--- src/rtl/tone_player_pkg.sv ---
// Shared constants, state encoding and half-period scaling for the tone player.
package tone_player_pkg;

  localparam int NOTE_BITS   = 3;
  localparam int OCTAVE_BITS = 2;
  localparam int LENGTH_BITS = 3;
  localparam int TONE_BITS   = 20;
  localparam int DUR_BITS    = 27;

  // Middle-octave half-periods in cycles of a 100 MHz clock, notes C..B.
  localparam int REF_CLK_HZ = 100_000_000;
  localparam int HALF_C = 190840;
  localparam int HALF_D = 170068;
  localparam int HALF_E = 151515;
  localparam int HALF_F = 143266;
  localparam int HALF_G = 127551;
  localparam int HALF_A = 113636;
  localparam int HALF_B = 101215;

  typedef enum logic [1:0] {
    ST_IDLE = 2'd0,
    ST_PLAY = 2'd1,
    ST_GAP  = 2'd2,
    ST_DONE = 2'd3
  } state_t;

  // Rescales a 100 MHz half-period to the actual clock; identity at 100 MHz.
  // Floored at 2 so the high-octave shift never yields a zero half-period.
  function automatic logic [TONE_BITS-1:0] scale_half(input longint base, input longint clk_hz);
    longint s;
    s = (base * clk_hz) / longint'(REF_CLK_HZ);
    if (s < 2) s = 2;
    return TONE_BITS'(s);
  endfunction

endpackage

--- src/rtl/tone_player_tone_divider.sv ---
// Square-wave generator: toggles its output every 'half' enabled cycles.
module tone_divider
  import tone_player_pkg::*;
(
  input  logic                 clk,
  input  logic                 rst_n,
  input  logic [TONE_BITS-1:0] half,
  input  logic                 en,
  output logic                 wave
);

  logic [TONE_BITS-1:0] cnt;

  // Count up to half-1 then toggle; disabling forces silence and restarts the phase.
  always_ff @(posedge clk or negedge rst_n) begin
    if (!rst_n) begin
      cnt  <= '0;
      wave <= 1'b0;
    end else if (!en) begin
      cnt  <= '0;
      wave <= 1'b0;
    end else if (cnt == half - TONE_BITS'(1)) begin
      cnt  <= '0;
      wave <= ~wave;
    end else begin
      cnt <= cnt + TONE_BITS'(1);
    end
  end

endmodule

--- src/rtl/tone_player.sv ---
// Plays one note per start request: timed tone, silent gap, then a done pulse.
//
// state | meaning
// IDLE  | waiting for start (stop blocks acceptance)
// PLAY  | tone (or rest) for (length+1) x UNIT_CYCLES cycles
// GAP   | forced silence for GAP_CYCLES cycles
// DONE  | one-cycle done pulse, busy already low
module tone_player
  import tone_player_pkg::*;
#(
  parameter int CLK_HZ      = 100_000_000,
  parameter int UNIT_CYCLES = 12_500_000,
  parameter int GAP_CYCLES  = 1_000_000
) (
  input  logic                   clk,
  input  logic                   rst_n,
  input  logic                   start,
  input  logic                   stop,
  input  logic [OCTAVE_BITS-1:0] octave,
  input  logic [NOTE_BITS-1:0]   note,
  input  logic [LENGTH_BITS-1:0] length,
  output logic                   buzzer,
  output logic                   busy,
  output logic                   done,
  output logic [NOTE_BITS-1:0]   cur_note
);

  localparam logic [TONE_BITS-1:0] HP_1 = scale_half(longint'(HALF_C), longint'(CLK_HZ));
  localparam logic [TONE_BITS-1:0] HP_2 = scale_half(longint'(HALF_D), longint'(CLK_HZ));
  localparam logic [TONE_BITS-1:0] HP_3 = scale_half(longint'(HALF_E), longint'(CLK_HZ));
  localparam logic [TONE_BITS-1:0] HP_4 = scale_half(longint'(HALF_F), longint'(CLK_HZ));
  localparam logic [TONE_BITS-1:0] HP_5 = scale_half(longint'(HALF_G), longint'(CLK_HZ));
  localparam logic [TONE_BITS-1:0] HP_6 = scale_half(longint'(HALF_A), longint'(CLK_HZ));
  localparam logic [TONE_BITS-1:0] HP_7 = scale_half(longint'(HALF_B), longint'(CLK_HZ));
  localparam logic [DUR_BITS-1:0]  GAP_LOAD = DUR_BITS'(GAP_CYCLES - 1);

  state_t                 state;
  logic [OCTAVE_BITS-1:0] oct_q;
  logic [NOTE_BITS-1:0]   note_q;
  logic [DUR_BITS-1:0]    dur_cnt;
  logic [DUR_BITS-1:0]    dur_load;
  logic [TONE_BITS-1:0]   base_half;
  logic [TONE_BITS-1:0]   half;
  logic                   tone_en;

  // Worst case 8 x 12.5M = 100M fits in 27 bits; load is cycle count minus one.
  assign dur_load = (DUR_BITS'(length) + DUR_BITS'(1)) * DUR_BITS'(UNIT_CYCLES) - DUR_BITS'(1);

  // Middle-octave half-period of the latched note.
  always_comb begin
    base_half = HP_1;
    case (note_q)
      3'd2:    base_half = HP_2;
      3'd3:    base_half = HP_3;
      3'd4:    base_half = HP_4;
      3'd5:    base_half = HP_5;
      3'd6:    base_half = HP_6;
      3'd7:    base_half = HP_7;
      default: base_half = HP_1;
    endcase
  end

  // Octave shift: low doubles (max 381680 fits 20 bits), high halves.
  always_comb begin
    half = base_half;
    case (oct_q)
      2'd0:    half = base_half << 1;
      2'd1:    half = base_half;
      default: half = base_half >> 1;
    endcase
  end

  // Tone runs only in PLAY with a real note; dropping it on the last PLAY cycle
  // or on stop makes the buzzer register read 0 as soon as PLAY is left.
  assign tone_en = (state == ST_PLAY) && (note_q != '0) && !stop && (dur_cnt != '0);

  tone_divider u_div (
    .clk   (clk),
    .rst_n (rst_n),
    .half  (half),
    .en    (tone_en),
    .wave  (buzzer)
  );

  // Sequencer: acceptance, duration/gap down-counting, completion and abort.
  always_ff @(posedge clk or negedge rst_n) begin
    if (!rst_n) begin
      state    <= ST_IDLE;
      oct_q    <= '0;
      note_q   <= '0;
      dur_cnt  <= '0;
      busy     <= 1'b0;
      done     <= 1'b0;
      cur_note <= '0;
    end else begin
      done <= 1'b0;
      case (state)
        ST_IDLE: begin
          if (start && !stop) begin
            oct_q    <= octave;
            note_q   <= note;
            dur_cnt  <= dur_load;
            busy     <= 1'b1;
            cur_note <= note;
            state    <= ST_PLAY;
          end
        end
        ST_PLAY, ST_GAP: begin
          if (stop) begin
            state    <= ST_IDLE;
            busy     <= 1'b0;
            cur_note <= '0;
            note_q   <= '0;
            dur_cnt  <= '0;
          end else if (dur_cnt != '0) begin
            dur_cnt <= dur_cnt - DUR_BITS'(1);
          end else if (state == ST_PLAY) begin
            dur_cnt <= GAP_LOAD;
            state   <= ST_GAP;
          end else begin
            done     <= 1'b1;
            busy     <= 1'b0;
            cur_note <= '0;
            note_q   <= '0;
            state    <= ST_DONE;
          end
        end
        default: state <= ST_IDLE;
      endcase
    end
  end

endmodule
--- config.mk ---
export PLATFORM = sky130hd
export DESIGN_NAME = tone_player
export DESIGN_NICKNAME = d
export VERILOG_FILES = /design/src/rtl/tone_player_pkg.sv /design/src/rtl/tone_player_tone_divider.sv /design/src/rtl/tone_player.sv
export SDC_FILE = /design/constraint.sdc
export NUM_CORES = 1
export LEC_CHECK = 0
export ABC_CLOCK_PERIOD_IN_PS = 9800
export BUFFER_PORTS_ARGS = -buffer_cell sky130_fd_sc_hd__buf_2
export CORE_ASPECT_RATIO = 1.1
export CORE_MARGIN = 2
export CORE_UTILIZATION = 65
export DETAILED_ROUTE_END_ITERATION = 16
export PLACE_DENSITY = 0.84
export SLEW_MARGIN = 25
export SYNTH_ARGS = -nofsm -noshare
export SYNTH_HDL_FRONTEND = slang
export SYNTH_SLANG_ARGS = --single-unit
--- constraint.sdc ---
create_clock -name clk -period 9.8 [get_ports clk]
set_clock_uncertainty 0.05 [all_clocks]
set_input_delay 0.98 -clock clk [delete_from_list [all_inputs] [get_ports clk]]
set_output_delay 0.98 -clock clk [all_outputs]
set_load 0.02 [all_outputs]
==> run_results.csv, run 1 <==
group,metric,value,unit
final_layout,drive_gt1_share,9.45,%
clock_network,cts_root_buf,"clkbuf_8",
clock_network,cts_made_buffers,9,
sta,timing.fmax,0.160,GHz
placement,gp_congestion,0.971,
sta,hold_viol_final,0,
route,routedWlPerCell,17.3,um
sta,fin_tns_setup,0,ns
clock_network,insertion_delay,0.34,ns
setup_path,start_kind,"primary input",
sta,slew_headroom,42.1,%
final_layout,postLayoutCoreUtil,71.7,%
setup_path,worst_r2r_path_depth,10,
route,via_per_inst,6.62,
setup_path,r2r_end,"busy",
floorplanning,fp.dieH,99.8,um
global_routing,grt_pass1_wl,23100,um
setup_path,cp-startpoint,"length[0]",
synthesis,synthCells,674,
placement,dp.final_hpwl,9760,um
clock_network,path_clk_slew,0.07,ns
sta,maxSlewViolCount,0,
sta,fin_crit_sh,63.9,%
final_layout,n_antenna_cell,0,
setup_path,worstSetupPathType,"in -> reg",
outcome,status,"complete, no violations",
final_layout,syn_to_final_growth,5.77,%
global_routing,antenna_found_initial,0,
clock_network,cts_hold_buffers,0,
floorplanning,row_count,34,
pwr,irDropWorstVdd,0.000144,V
setup_path,worstPathRequired,10.03,ns
floorplanning,chipWidth,91.1,um
setup_path,crit_path_max_fanout,14,
setup_path,r2r_setup_slack,5.88,ns
global_routing,grt_pass1_vias,4942,
synthesis,synth_warnings,0,
floorplanning,ios,18,
synthesis,syn_area_per_cell,8.05,um^2
sta,rsz0062_at_grt,"false",
clock_network,cts_tree,"done",
synthesis,ys.flop_type,"dfrtp_1",
route,vias,5194,
sta,fin_hold_ws,0.443,ns
synthesis,ys_seq_elements,57,
pwr,p_leak,2.37,nW
route,drt_iter0_drc,366,
sta,finalSetupViolCount,0,
setup_path,r2r-start,"dur_cnt[0]",
placement,port_buffers,17,
setup_path,crit_end,"dur_cnt[26]",
worst_hold_path,hp-class,"reg -> reg",
synthesis,syn-cell-area,0.00542,mm^2
setup_path,end_kind,"flip-flop",
job,maxCapViolations,0,
clock_network,clkSinkCount,57,
synthesis,async_reset_ff_share,100,%
sta,period_minus_slack,6.26,ns
clock_network,postCtsSetupBuffers,0,
floorplanning,dieArea,0.00909,mm^2
clock_network,htreeDepth,3,
synthesis,synth_seq_area_share,26.3,%
clock_network,cts_resized,0,
final_layout,nets,724,
floorplanning,start_util,67.8,%
route,dr.pass1.iters,6,
sta,tightest_slew,0.862,ns
global_routing,grt_max_degree,42,
synthesis,syn_nets,726,
route,routed_wl,13500,um
final_layout,fillCellCount,670,
route,antenna_left,0,
clock_network,clockBufferDepth,2,
route,drc,0,
floorplanning,core-area,0.00800,mm^2
synthesis,synth_enable_flop_cells,0,
synthesis,yosysUniqueCellTypes,79,
pwr,p_per_area,270,mW/mm^2
global_routing,grt_usage,31.0,%
global_routing,grt-ovfl-total,0,
setup_path,arrival,6.49,ns
==> worst max-delay path, stage by stage <==
cell and delay [ns]:
buf_2 0.21, ha_1 0.29, xnor2_1 0.39, inv_1 0.26, fa_1 0.60, fa_1 0.59
inv_1 0.08, ha_1 0.30, a211oi_2 0.39, o211a_1 0.30, nor3_1 0.06, o31ai_1 0.48
or4b_2 0.64, or4_4 0.43, or4_1 0.41, nand3_1 0.09
==> per-layer routing <==
metal / GRT usage (%) / part of all wire, %
met1: 38.2 / 40
met2: 54.7 / 51
met3: 4.50 / 5.9
met4: 13.1 / 3.3
met5: 0 / 0
==> metrics by stage <==
step,instances,cell area [um^2],total power [mW],setup WS (ns)
6_report,785,5740,1.55,3.54
5_1_grt,785,5740,1.66,3.32
4_1_cts,785,5740,1.53,3.65
3_5_place_dp,769,5510,1.27,3.31
3_3_place_gp,769,5510,1.24,3.53
2_1_floorplan,674,5420,1.09,3.81
==> cell usage after synthesis, drive strengths merged, types with 3 or more instances <==
library cell	instances	share of area (%)
nor2	57	4.0
nand2b	13	1.6
or4	7	1.2
nor4b	4	0.65
o221ai	7	1.1
a31oi	10	1.2
clkbuf	23	1.6
dfrtp	57	26
or3	9	1.1
inv	36	2.5
o21ai	58	5.4
nor2b	10	1.2
nor3b	4	0.55
a21o	4	0.58
xnor2	29	4.8
nor4	8	0.92
nand4b	3	0.48
nand4	7	0.81
mux2	4	0.83
o22ai	7	0.81
ha	32	7.4
a21oi	52	4.8
buf	10	1.3
and3	5	0.58
a22oi	3	0.51
o31a	3	0.48
a221oi	3	0.48
xor2	31	5.0
nand2	53	3.7
nand3	20	1.8
fa	8	3.0
o211ai	6	1.0
o31ai	3	0.42
a211oi	7	1.2
nor3	41	3.9
==> worst min-delay path by stage <==
stage	startpoint	end	slack, ns	cells past startpoint
2_1_floorplan	dur_cnt[25]	dur_cnt[25]	0.41	2
3_3_place_gp	busy	busy	0.41	2
3_5_place_dp	busy	busy	0.43	2
4_1_cts	busy	busy	0.45	2
5_1_grt	u_div.cnt[0]	u_div.cnt[0]	0.50	1
6_report	busy	busy	0.44	2
==> flip-flops by register name, summed over array words and instances (netlist names) <==
register,cells
done,1
u_div.cnt,20
busy,1
dur_cnt,27
state,2
note_q,3
u_div.wave,1
oct_q,2
==> placed cells by master, fill, tap and decap left out, drive strengths merged, types with 13 or more instances in the layout <==
cell type | synthesis | routed
nand3 | 20 | 20
o21ai | 58 | 58
nand2b | 13 | 13
dfrtp | 57 | 57
nand2 | 53 | 53
buf | 10 | 21
xor2 | 31 | 31
xnor2 | 29 | 29
nor3 | 41 | 41
ha | 32 | 32
inv | 36 | 37
a21oi | 52 | 52
nor2 | 57 | 57
==> logic make-up after synthesis <==
logic type	Yosys count	synth area share, %
AO/OA/AOI/OAI	189	22.7
XOR/XNOR	60	9.83
adder cells (fa/ha/maj)	40	10.3
buffers and inverters	71	5.65
flip-flops	57	26.3
multiplexers	4	0.831
AND/OR/NAND/NOR	253	24.3
==> report_power, final <==
group / internal (mW) / total [mW] / switching (mW)
Clock: 0.145 / 0.255 / 0.110
Sequential: 0.300 / 0.409 / 0.109
Combinational: 0.349 / 0.882 / 0.533
Total: 0.795 / 1.55 / 0.752
==> final cells by class <==
class                           count  area (um^2)  area share (%)
Clock buffer                        9          124            2.16
Clock inverter                      7          103            1.79
Inverter                           37          139            2.42
Multi-Input combinational cell    546         3690            64.4
Sequential cell                    57         1430            24.9
Tap cell                          108          135            2.36
Timing Repair Buffer               21          115            2.01
No activity file was read; power rests on OpenSTA's default activity.
==> run 2, diff against run 1 <==
--- a/config.mk
+++ b/config.mk
@@ -5,13 +5,13 @@
 export SDC_FILE = /design/constraint.sdc
 export NUM_CORES = 1
 export LEC_CHECK = 0
-export ABC_CLOCK_PERIOD_IN_PS = 9800
+export ABC_CLOCK_PERIOD_IN_PS = 5900
 export BUFFER_PORTS_ARGS = -buffer_cell sky130_fd_sc_hd__buf_2
 export CORE_ASPECT_RATIO = 1.1
 export CORE_MARGIN = 2
-export CORE_UTILIZATION = 65
+export CORE_UTILIZATION = 64
 export DETAILED_ROUTE_END_ITERATION = 16
-export PLACE_DENSITY = 0.84
+export PLACE_DENSITY = 0.83
 export SLEW_MARGIN = 25
 export SYNTH_ARGS = -nofsm -noshare
 export SYNTH_HDL_FRONTEND = slang
==> constraint.sdc (replaced) <==
create_clock -name clk -period 5.9 [get_ports clk]
set_clock_uncertainty 0.05 [all_clocks]
set_input_delay 0.59 -clock clk [delete_from_list [all_inputs] [get_ports clk]]
set_output_delay 0.59 -clock clk [all_outputs]
set_load 0.02 [all_outputs]
==> run 2 against run 1 <==
Via count down 1.5%. Count of clock-buffer cells in the layout up 1. Wire length up 1.6%. Total power up 64%. Clock power up 51%. Final area is 0.33% higher. Largest power group unchanged. Sequential power is 66% higher. Highest routed layer unchanged. Sequential share of layout area is 0.081 points lower. Critical path depth stayed put. Combinational power up 67%. Global-route usage down 0.081 points. Setup slack worse by 3.1 ns.
==> run_results.csv, run 2 (synthesized netlist as in run 1, its figures left out) <==
group,metric,value,unit
clock_network,htreeDepth,3,
setup_path,worstPathRequired,6.13,ns
final_layout,layout_common_cells,"dfrtp_1 (57), nor2_1 (56), nand2_1 (53)",
sta,rsz0062_at_grt,"false",
sta,fin_crit_sh,92.4,%
setup_path,crit_chain,"buf_2 -> ha_1 -> xnor2_1 -> inv_1 -> fa_1 -> fa_1 -> inv_1 -> ha_1 -> a211oi_2 -> o211a_1 -> nor3_1 -> o31ai_1 -> or4b_2 -> or4_4 -> or4_1 -> nand3_1",
clock_network,cts_made_buffers,9,
global_routing,grt_pass1_wl,23200,um
global_routing,grt_usage,30.9,%
route,drt_iter0_drc,414,
floorplanning,row_count,35,
clock_network,insertion_delay,0.35,ns
final_layout,regMostFlops,"dur_cnt",
sta,period_minus_slack,5.45,ns
placement,gp_congestion,0.998,
global_routing,grt-ovfl-total,0,
setup_path,end_kind,"flip-flop",
setup_path,worst_r2r_path_depth,10,
route,routed_wl,13800,um
clock_network,path_clk_slew,0.08,ns
final_layout,drive_gt1_share,10.1,%
final_layout,nets,729,
final_layout,final_common_cell,"dfrtp_1",
placement,port_buffers,17,
route,drc,0,
route,antenna_left,0,
worst_hold_path,hp-class,"in -> async",
global_routing,grt_max_degree,58,
clock_network,postCtsSetupBuffers,0,
clock_network,cts_tree,"done",
floorplanning,core-area,0.00832,mm^2
global_routing,antenna_found_initial,0,
setup_path,r2r_setup_slack,1.71,ns
setup_path,r2r-start,"dur_cnt[1]",
pwr,power.internal,1.30,mW
sta,tightest_slew,0.925,ns
setup_path,crit_path_max_fanout,5,
setup_path,start_kind,"primary input",
route,routedWlPerCell,17.4,um
clock_network,cts_resized,0,
final_layout,reg.largest.list,"dur_cnt: 27 flops, u_div.cnt: 20 flops, note_q: 3 flops",
final_layout,postLayoutCoreUtil,69.2,%
setup_path,arrival,5.68,ns
final_layout,n_antenna_cell,0,
final_layout,fin_area,0.00575,mm^2
clock_network,clockBufferDepth,2,
final_layout,syn_to_final_growth,6.11,%
pwr,pwr-share-comb,58.0,%
pwr,p_leak,2.37,nW
placement,dp.final_hpwl,9850,um
outcome,status,"complete, no violations",
clock_network,cts_hold_buffers,0,
pwr,p_per_area,440,mW/mm^2
global_routing,grt_pass1_vias,4870,
route,dr.pass1.iters,4,
pwr,switching_power,1.24,mW
sta,timing.fmax,0.183,GHz
clock_network,clkSinkCount,57,
sta,slew_headroom,37.8,%
floorplanning,dieArea,0.00923,mm^2
sta,fin_tns_setup,0,ns
final_layout,largest_reg_flops,27,
setup_path,slowest_stage,"or4b_2",
floorplanning,start_util,65.2,%
sta,finalSetupViolCount,0,
route,vias,5118,
floorplanning,ios,18,
floorplanning,chipWidth,91.8,um
setup_path,r2r_end,"dur_cnt[9]",
route,via_per_inst,6.45,
clock_network,cts_root_buf,"clkbuf_8",
sta,hold_viol_final,0,
floorplanning,fp.dieH,101,um
job,maxCapViolations,0,
setup_path,cp_slowest_stage_delay,0.62,ns
pwr,switching_share,48.9,%
pwr,p_clk_share,15.2,%
pwr,pwr-share-seq,26.8,%
sta,maxSlewViolCount,0,
setup_path,worstSetupPathType,"in -> reg",
pwr,irDropWorstVdd,0.000217,V
placement,post_dp_cell_area,0.00555,mm^2
run 2: final cells by class:
type / instances / area [um^2]
tap: 111 / 139
sequential: 57 / 1430
clock inverter: 6 / 66.3
inverter: 37 / 139
fill: 711 / 2570
clock buffer: 10 / 138
multi-input combinational: 546 / 3690
timing repair buffer: 26 / 153
run 2: metrics by stage:
step	hold slack, ns	cells	worst slack [ns]	total power [mW]
floorplan	0.244	674	0.300	1.81
global placement	0.411	777	0.343	2.07
detailed placement	0.423	777	0.137	2.12
CTS	0.360	793	0.473	2.51
global route	0.372	793	0.257	2.73
finish	0.310	793	0.449	2.53
run 2: worst max-delay path by stage:
stage	start	to	slack [ns]
after floorplan	length[0]	dur_cnt[26]	0.30
after detailed placement	length[1]	dur_cnt[26]	0.14
after global routing	length[1]	dur_cnt[26]	0.26
after CTS	length[1]	dur_cnt[26]	0.47
final	length[1]	dur_cnt[26]	0.45
after global placement	length[1]	dur_cnt[26]	0.34
run 2: critical path: cells and delay by family:
| family | cells | cell delay [ns] |
|---|---|---|
| AOI/OAI and AO/OA | 3 | 1.00 |
| xor gates and xnor gates | 1 | 0.39 |
| adders and majority gates | 4 | 1.73 |
| buffers and inverters | 3 | 0.35 |
| and+or+nand+nor | 5 | 1.62 |
run 2: layer usage:
metal	wire length (um)	vias to the layer above	global-route usage, %
li1	-	2447	-
met1	5820	2455	39.9
met2	6920	183	54.1
met3	707	33	4.26
met4	312	0	9.76
met5	0	-	0
run 2: power by group through the flow:
stage          combinational (mW)  sequential (mW)  clock, mW
2_1_floorplan                1.21            0.601          0
3_3_place_gp                 1.40            0.669          0
3_5_place_dp                 1.44            0.679          0
4_1_cts                      1.44            0.672      0.388
5_1_grt                      1.62            0.699      0.407
6_report                     1.47            0.680      0.385
